--- src/rtl/mux21_arbiter.sv ---
// Round-robin sequencer for a shared 2:1 mux: bounded-hold arbitration drives the
// select line and one-hot grants, and registers the granted data onto Y with VALID.
module mux21_arbiter #(
  parameter int WIDTH    = 8,
  parameter int MAX_HOLD = 4
) (
  input  logic             CLK,
  input  logic             RST_N,
  input  logic             REQ0,
  input  logic             REQ1,
  input  logic [WIDTH-1:0] D0,
  input  logic [WIDTH-1:0] D1,
  output logic             GNT0,
  output logic             GNT1,
  output logic             S,
  output logic [WIDTH-1:0] Y,
  output logic             VALID
);

  localparam int CW = (MAX_HOLD > 0) ? $clog2(MAX_HOLD + 1) : 1;
  localparam logic [CW-1:0] CNT_ZERO = {CW{1'b0}};
  localparam logic [CW-1:0] CNT_ONE  = CW'(1);
  localparam logic [CW-1:0] CNT_MAX  = CW'(MAX_HOLD);
  localparam logic          HOLD_EN  = (MAX_HOLD > 0) ? 1'b1 : 1'b0;

  typedef enum logic [1:0] {
    ST_IDLE = 2'd0,
    ST_G0   = 2'd1,
    ST_G1   = 2'd2
  } state_t;

  state_t           r_state;
  state_t           w_state_nxt;
  logic [CW-1:0]    r_cnt;
  logic [CW-1:0]    w_cnt_nxt;
  logic             r_last;
  logic             w_last_nxt;
  logic             r_gnt0;
  logic             r_gnt1;
  logic             r_s;
  logic [WIDTH-1:0] r_y;
  logic [WIDTH-1:0] w_y_nxt;
  logic             r_valid;
  logic             w_valid_nxt;

  // Arbitration: next state, hold counter and round-robin pointer.
  always_comb begin
    w_state_nxt = r_state;
    w_cnt_nxt   = r_cnt;
    w_last_nxt  = r_last;

    case (r_state)
      ST_IDLE: begin
        if (REQ0 && REQ1) begin
          w_state_nxt = r_last ? ST_G0 : ST_G1;
        end else if (REQ0) begin
          w_state_nxt = ST_G0;
        end else if (REQ1) begin
          w_state_nxt = ST_G1;
        end else begin
          w_state_nxt = ST_IDLE;
        end
      end
      ST_G0: begin
        if (!REQ0) begin
          w_state_nxt = REQ1 ? ST_G1 : ST_IDLE;
        end else if (REQ1 && HOLD_EN && (r_cnt == CNT_MAX)) begin
          w_state_nxt = ST_G1;
        end else begin
          w_state_nxt = ST_G0;
        end
      end
      ST_G1: begin
        if (!REQ1) begin
          w_state_nxt = REQ0 ? ST_G0 : ST_IDLE;
        end else if (REQ0 && HOLD_EN && (r_cnt == CNT_MAX)) begin
          w_state_nxt = ST_G0;
        end else begin
          w_state_nxt = ST_G1;
        end
      end
      default: begin
        w_state_nxt = ST_IDLE;
      end
    endcase

    // Entry into a grant restarts tenure at 1; holding saturates at MAX_HOLD.
    if (w_state_nxt == ST_IDLE) begin
      w_cnt_nxt = CNT_ZERO;
    end else if (w_state_nxt != r_state) begin
      w_cnt_nxt  = CNT_ONE;
      w_last_nxt = (w_state_nxt == ST_G1) ? 1'b1 : 1'b0;
    end else if (HOLD_EN && (r_cnt != CNT_MAX)) begin
      w_cnt_nxt = r_cnt + CNT_ONE;
    end else begin
      w_cnt_nxt = r_cnt;
    end
  end

  // Datapath: capture the data of the currently granted, still-requesting source.
  always_comb begin
    w_y_nxt     = r_y;
    w_valid_nxt = 1'b0;
    if ((r_state == ST_G0) && REQ0) begin
      w_y_nxt     = D0;
      w_valid_nxt = 1'b1;
    end else if ((r_state == ST_G1) && REQ1) begin
      w_y_nxt     = D1;
      w_valid_nxt = 1'b1;
    end else begin
      w_y_nxt     = r_y;
      w_valid_nxt = 1'b0;
    end
  end

  // State, counter, pointer and registered outputs.
  always_ff @(posedge CLK or negedge RST_N) begin
    if (!RST_N) begin
      r_state <= ST_IDLE;
      r_cnt   <= CNT_ZERO;
      r_last  <= 1'b1;
      r_gnt0  <= 1'b0;
      r_gnt1  <= 1'b0;
      r_s     <= 1'b0;
      r_y     <= {WIDTH{1'b0}};
      r_valid <= 1'b0;
    end else begin
      r_state <= w_state_nxt;
      r_cnt   <= w_cnt_nxt;
      r_last  <= w_last_nxt;
      r_gnt0  <= (w_state_nxt == ST_G0) ? 1'b1 : 1'b0;
      r_gnt1  <= (w_state_nxt == ST_G1) ? 1'b1 : 1'b0;
      r_s     <= (w_state_nxt == ST_G1) ? 1'b1 : 1'b0;
      r_y     <= w_y_nxt;
      r_valid <= w_valid_nxt;
    end
  end

  assign GNT0  = r_gnt0;
  assign GNT1  = r_gnt1;
  assign S     = r_s;
  assign Y     = r_y;
  assign VALID = r_valid;

endmodule

--- config.mk ---
export PLATFORM = sky130hd
export DESIGN_NAME = mux21_arbiter
export DESIGN_NICKNAME = d
export VERILOG_FILES = /design/src/rtl/mux21_arbiter.sv
export SDC_FILE = /design/constraint.sdc
export NUM_CORES = 1
export LEC_CHECK = 0
export CAP_MARGIN = 20
export CORE_MARGIN = 1
export CORE_UTILIZATION = 54
export DETAILED_ROUTE_END_ITERATION = 7
export DONT_BUFFER_PORTS = 1
export GPL_TIMING_DRIVEN = 0
export PLACE_DENSITY = 0.72
export SLEW_MARGIN = 15
export SYNTH_ARGS = -nofsm -noshare
export SYNTH_HDL_FRONTEND = slang
export SYNTH_SLANG_ARGS = --single-unit
--- constraint.sdc ---
create_clock -name CLK -period 1.65 [get_ports CLK]
set_clock_uncertainty 0.2 [all_clocks]
set_input_delay 0.33 -clock CLK [delete_from_list [all_inputs] [get_ports CLK]]
set_output_delay 0.33 -clock CLK [all_outputs]
set_load 0.005 [all_outputs]
==> flow_metrics.py <==
metrics = {
    "placement": {
        "dp.cells": 125,
        "dpl_cell_area_mm2": 0.001030,
        "gp_congestion": 0.8373,
        "dp_hpwl_um": 1348,
        "placement.io_buffers": 0,
        "post-place-ws_ns": -0.1507,
    },
    "timing": {
        "timing.fmax_mhz": 582.6,
        "slew_violations": 0,
        "setup_viol": 1,
        "period_share_pct": 104.0,
        "period_minus_slack_ns": 1.716,
        "rsz0062_at_grt": "true",
        "slew_headroom_pct": 50.95,
        "setup_tns_ns": -0.06632,
        "timing.hold.ws_ns": 0.02590,
        "setup_slack_ns": -0.06632,
        "hold_viol": 0,
        "tightest_slew_ns": 0.7333,
    },
    "synthesis": {
        "ys_top_cells_by_area": "dfrtp_1 41%, mux2i_1 8.1%, nand2_1 6.1%, o21ai_0 3.6%, clkbuf_8 2.8%",
        "synth-edff-count": 0,
        "yosys.area.top_type": "dfrtp_1",
        "ys_types": 37,
        "syn_avg_cell_area_um2": 9.859,
        "ys_seq_area_share_pct": 43.27,
        "netlist.area_leader.share_pct": 40.61,
        "synth_seq_cells": 17,
        "syn_area_um2": 985.9,
        "ys.flop_type": "dfrtp_1",
        "synthTopCellsByCount": "16 x dfrtp_1, 16 x nand2_1, 8 x mux2i_1",
        "synth_nets": 122,
        "synth_cells": 100,
        "synthArstFlopShare_pct": 100.0,
        "ys_warn_count": 0,
    },
    "die": {
        "die_x_um": 44.73,
        "num_rows": 15,
        "initial_core_util_pct": 57.10,
        "die_h_um": 44.73,
        "core_area_mm2": 0.001727,
        "dieArea_mm2": 0.002001,
        "num_io_pins": 32,
    },
    "power": {
        "powerDensity_mw_per_mm2": 1327,
        "p_leak_nw": 0.6074,
        "power_frac_comb_pct": 46.7,
        "p_int_mw": 1.113,
        "pwr-share-clk_pct": 12.8,
        "ir_drop_mv": 1.035,
        "seqPwrFrac_pct": 40.6,
        "p_sw_mw": 0.6400,
        "switching_share_pct": 36.51,
    },
    "clocking": {
        "cts_tree": "done",
        "ctsHtreeMaxLevel": 1,
        "cts.path.max_buffers": 2,
        "cts_buffers": 3,
        "cts_root_buffer": "clkbuf_4",
        "clock-sinks": 17,
        "path_clk_slew_ns": 0.10,
        "insertion_delay_ns": 0.29,
    },
    "layout": {
        "area_growth_pct": 34.01,
        "num-fill-cells": 127,
        "multi_input_area_um2": 558.0,
        "diodes": 0,
        "fin_cells": 150,
        "final_cell_area_mm2": 0.001321,
        "layout.nets": 148,
        "sequential_cell_area_um2": 426.7,
        "drive_gt1_share_pct": 33.60,
    },
    "routing": {
        "drt_first_iter_violations": 7,
        "viasPerCell": 5.567,
        "drt-pass1-iter-count": 4,
        "wl_per_cell_um": 15.66,
        "ant_nets": 0,
        "dr_total_vias": 835,
        "drc": 0,
        "wirelength_um": 2349,
    },
    "global_routing": {
        "grt_pass1_wl_um": 3636,
        "antenna_found_initial": 0,
        "globalRouteTotalUtil_pct": 26.26,
        "grt_max_degree": 18,
        "grt_overflow": 0,
        "grt_pass1_vias": 811,
    },
    "critical_path": {
        "worstPathArrival_ns": 1.74,
        "critPathLaunchType": "flip-flop",
        "crit_required_ns": 1.67,
        "worst_setup_path_end_kind": "flip-flop",
        "setup.worst_path.class": "reg -> reg",
        "crit_fanout": 8,
    },
    "run": {
        "maxCapViolations": 0,
    },
    "status": {
        "failed_checks": "setup timing",
        "outcome": "complete, but fails checks",
    },
    "min_path": {
        "min_path_type": "in -> reg",
    },
}
layout make-up:
type	instances	share of cell area, %
multi-input combinational	72	42.23
sequential	17	32.29
timing repair buffer	21	13.64
buffer	8	6.629
tap	25	2.367
clock buffer	4	1.989
inverter	3	0.8523
layer usage:
metal	GRT usage, %	vias to the layer above	part of all wire (%)
met5	0	-	0
met2	47.35	21	54
met4	5.455	0	0.72
met1	31.33	400	41
met3	7.200	4	4.0
li1	-	410	-
placed cells by master (no fill, tap or decap), types with 2 or more instances in the layout:
master	count
nor2b_1	2
dlygate4sd3_1	9
nand3_1	3
a21o_1	2
inv_2	2
mux2i_1	8
dfrtp_1	16
nor2_1	4
a221oi_2	2
clkbuf_4	3
nand2_1	15
clkbuf_8	2
buf_4	14
o21ai_0	7
buf_6	4
path summary, 6_finish.rpt:
path                                       from              endpoint  slack [ns]  cells after the start
min in group asynchronous                 RST_N  r_state[0]$_DFF_PN0_        0.33                      1
max reg2reg                r_cnt[0]$_DFFE_PN0P_  r_cnt[0]$_DFFE_PN0P_       -0.07                      8
min reg2reg                    Y[5]$_DFFE_PN0P_      Y[5]$_DFFE_PN0P_        0.39                      2
max in group asynchronous                 RST_N      Y[4]$_DFFE_PN0P_        0.46                      1
max                        r_cnt[0]$_DFFE_PN0P_  r_cnt[0]$_DFFE_PN0P_       -0.07                      8
min                                       D1[5]      Y[5]$_DFFE_PN0P_        0.03                      2
critical path, cell delays in order (launching register included):
cell	delay, ns
dfrtp_1	0.38
inv_2	0.06
ha_4	0.17
nand2_4	0.09
buf_6	0.14
a2bb2oi_2	0.16
and4_4	0.24
a21oi_2	0.06
nor2_1	0.14
cell families after synthesis:
group	synth area share (%)
fa+ha+maj	2.538
xor+xnor	0.8885
mux	8.122
flops	43.27
compound gates	16.75
simple gates	19.42
buf+inv	9.010
timing repair:
| action | in CTS | in global routing |
|---|---|---|
| pin swaps | 7 | 4 |
| setup buffers | 9 | 3 |
| hold endpoints to repair | 25 | 0 |
| gates resized for setup | 5 | 13 |
| hold buffers | 9 | 0 |
| setup endpoints to repair | 3 | 13 |
through the flow:
step	utilization, %	power, mW
after floorplan	-	1.145
after global placement	59.64	1.238
after detailed placement	59.64	1.259
after CTS	71.88	1.635
after global routing	76.52	1.877
final	76.52	1.753
power by group through the flow:
| stage | sequential [mW] | combinational [mW] | clock [mW] |
|---|---|---|---|
| after global routing | 0.728 | 0.898 | 0.251 |
| after detailed placement | 0.736 | 0.523 | 0 |
| after global placement | 0.731 | 0.508 | 0 |
| final | 0.711 | 0.818 | 0.224 |
| after CTS | 0.707 | 0.699 | 0.229 |
| after floorplan | 0.702 | 0.443 | 0 |
flip-flops by register name, indices dropped and copies added, names as in the netlist:
name	flops
r_last	1
Y	8
S	1
r_state	2
VALID	1
GNT0	1
r_cnt	3
(Power assumes the default switching activity.)
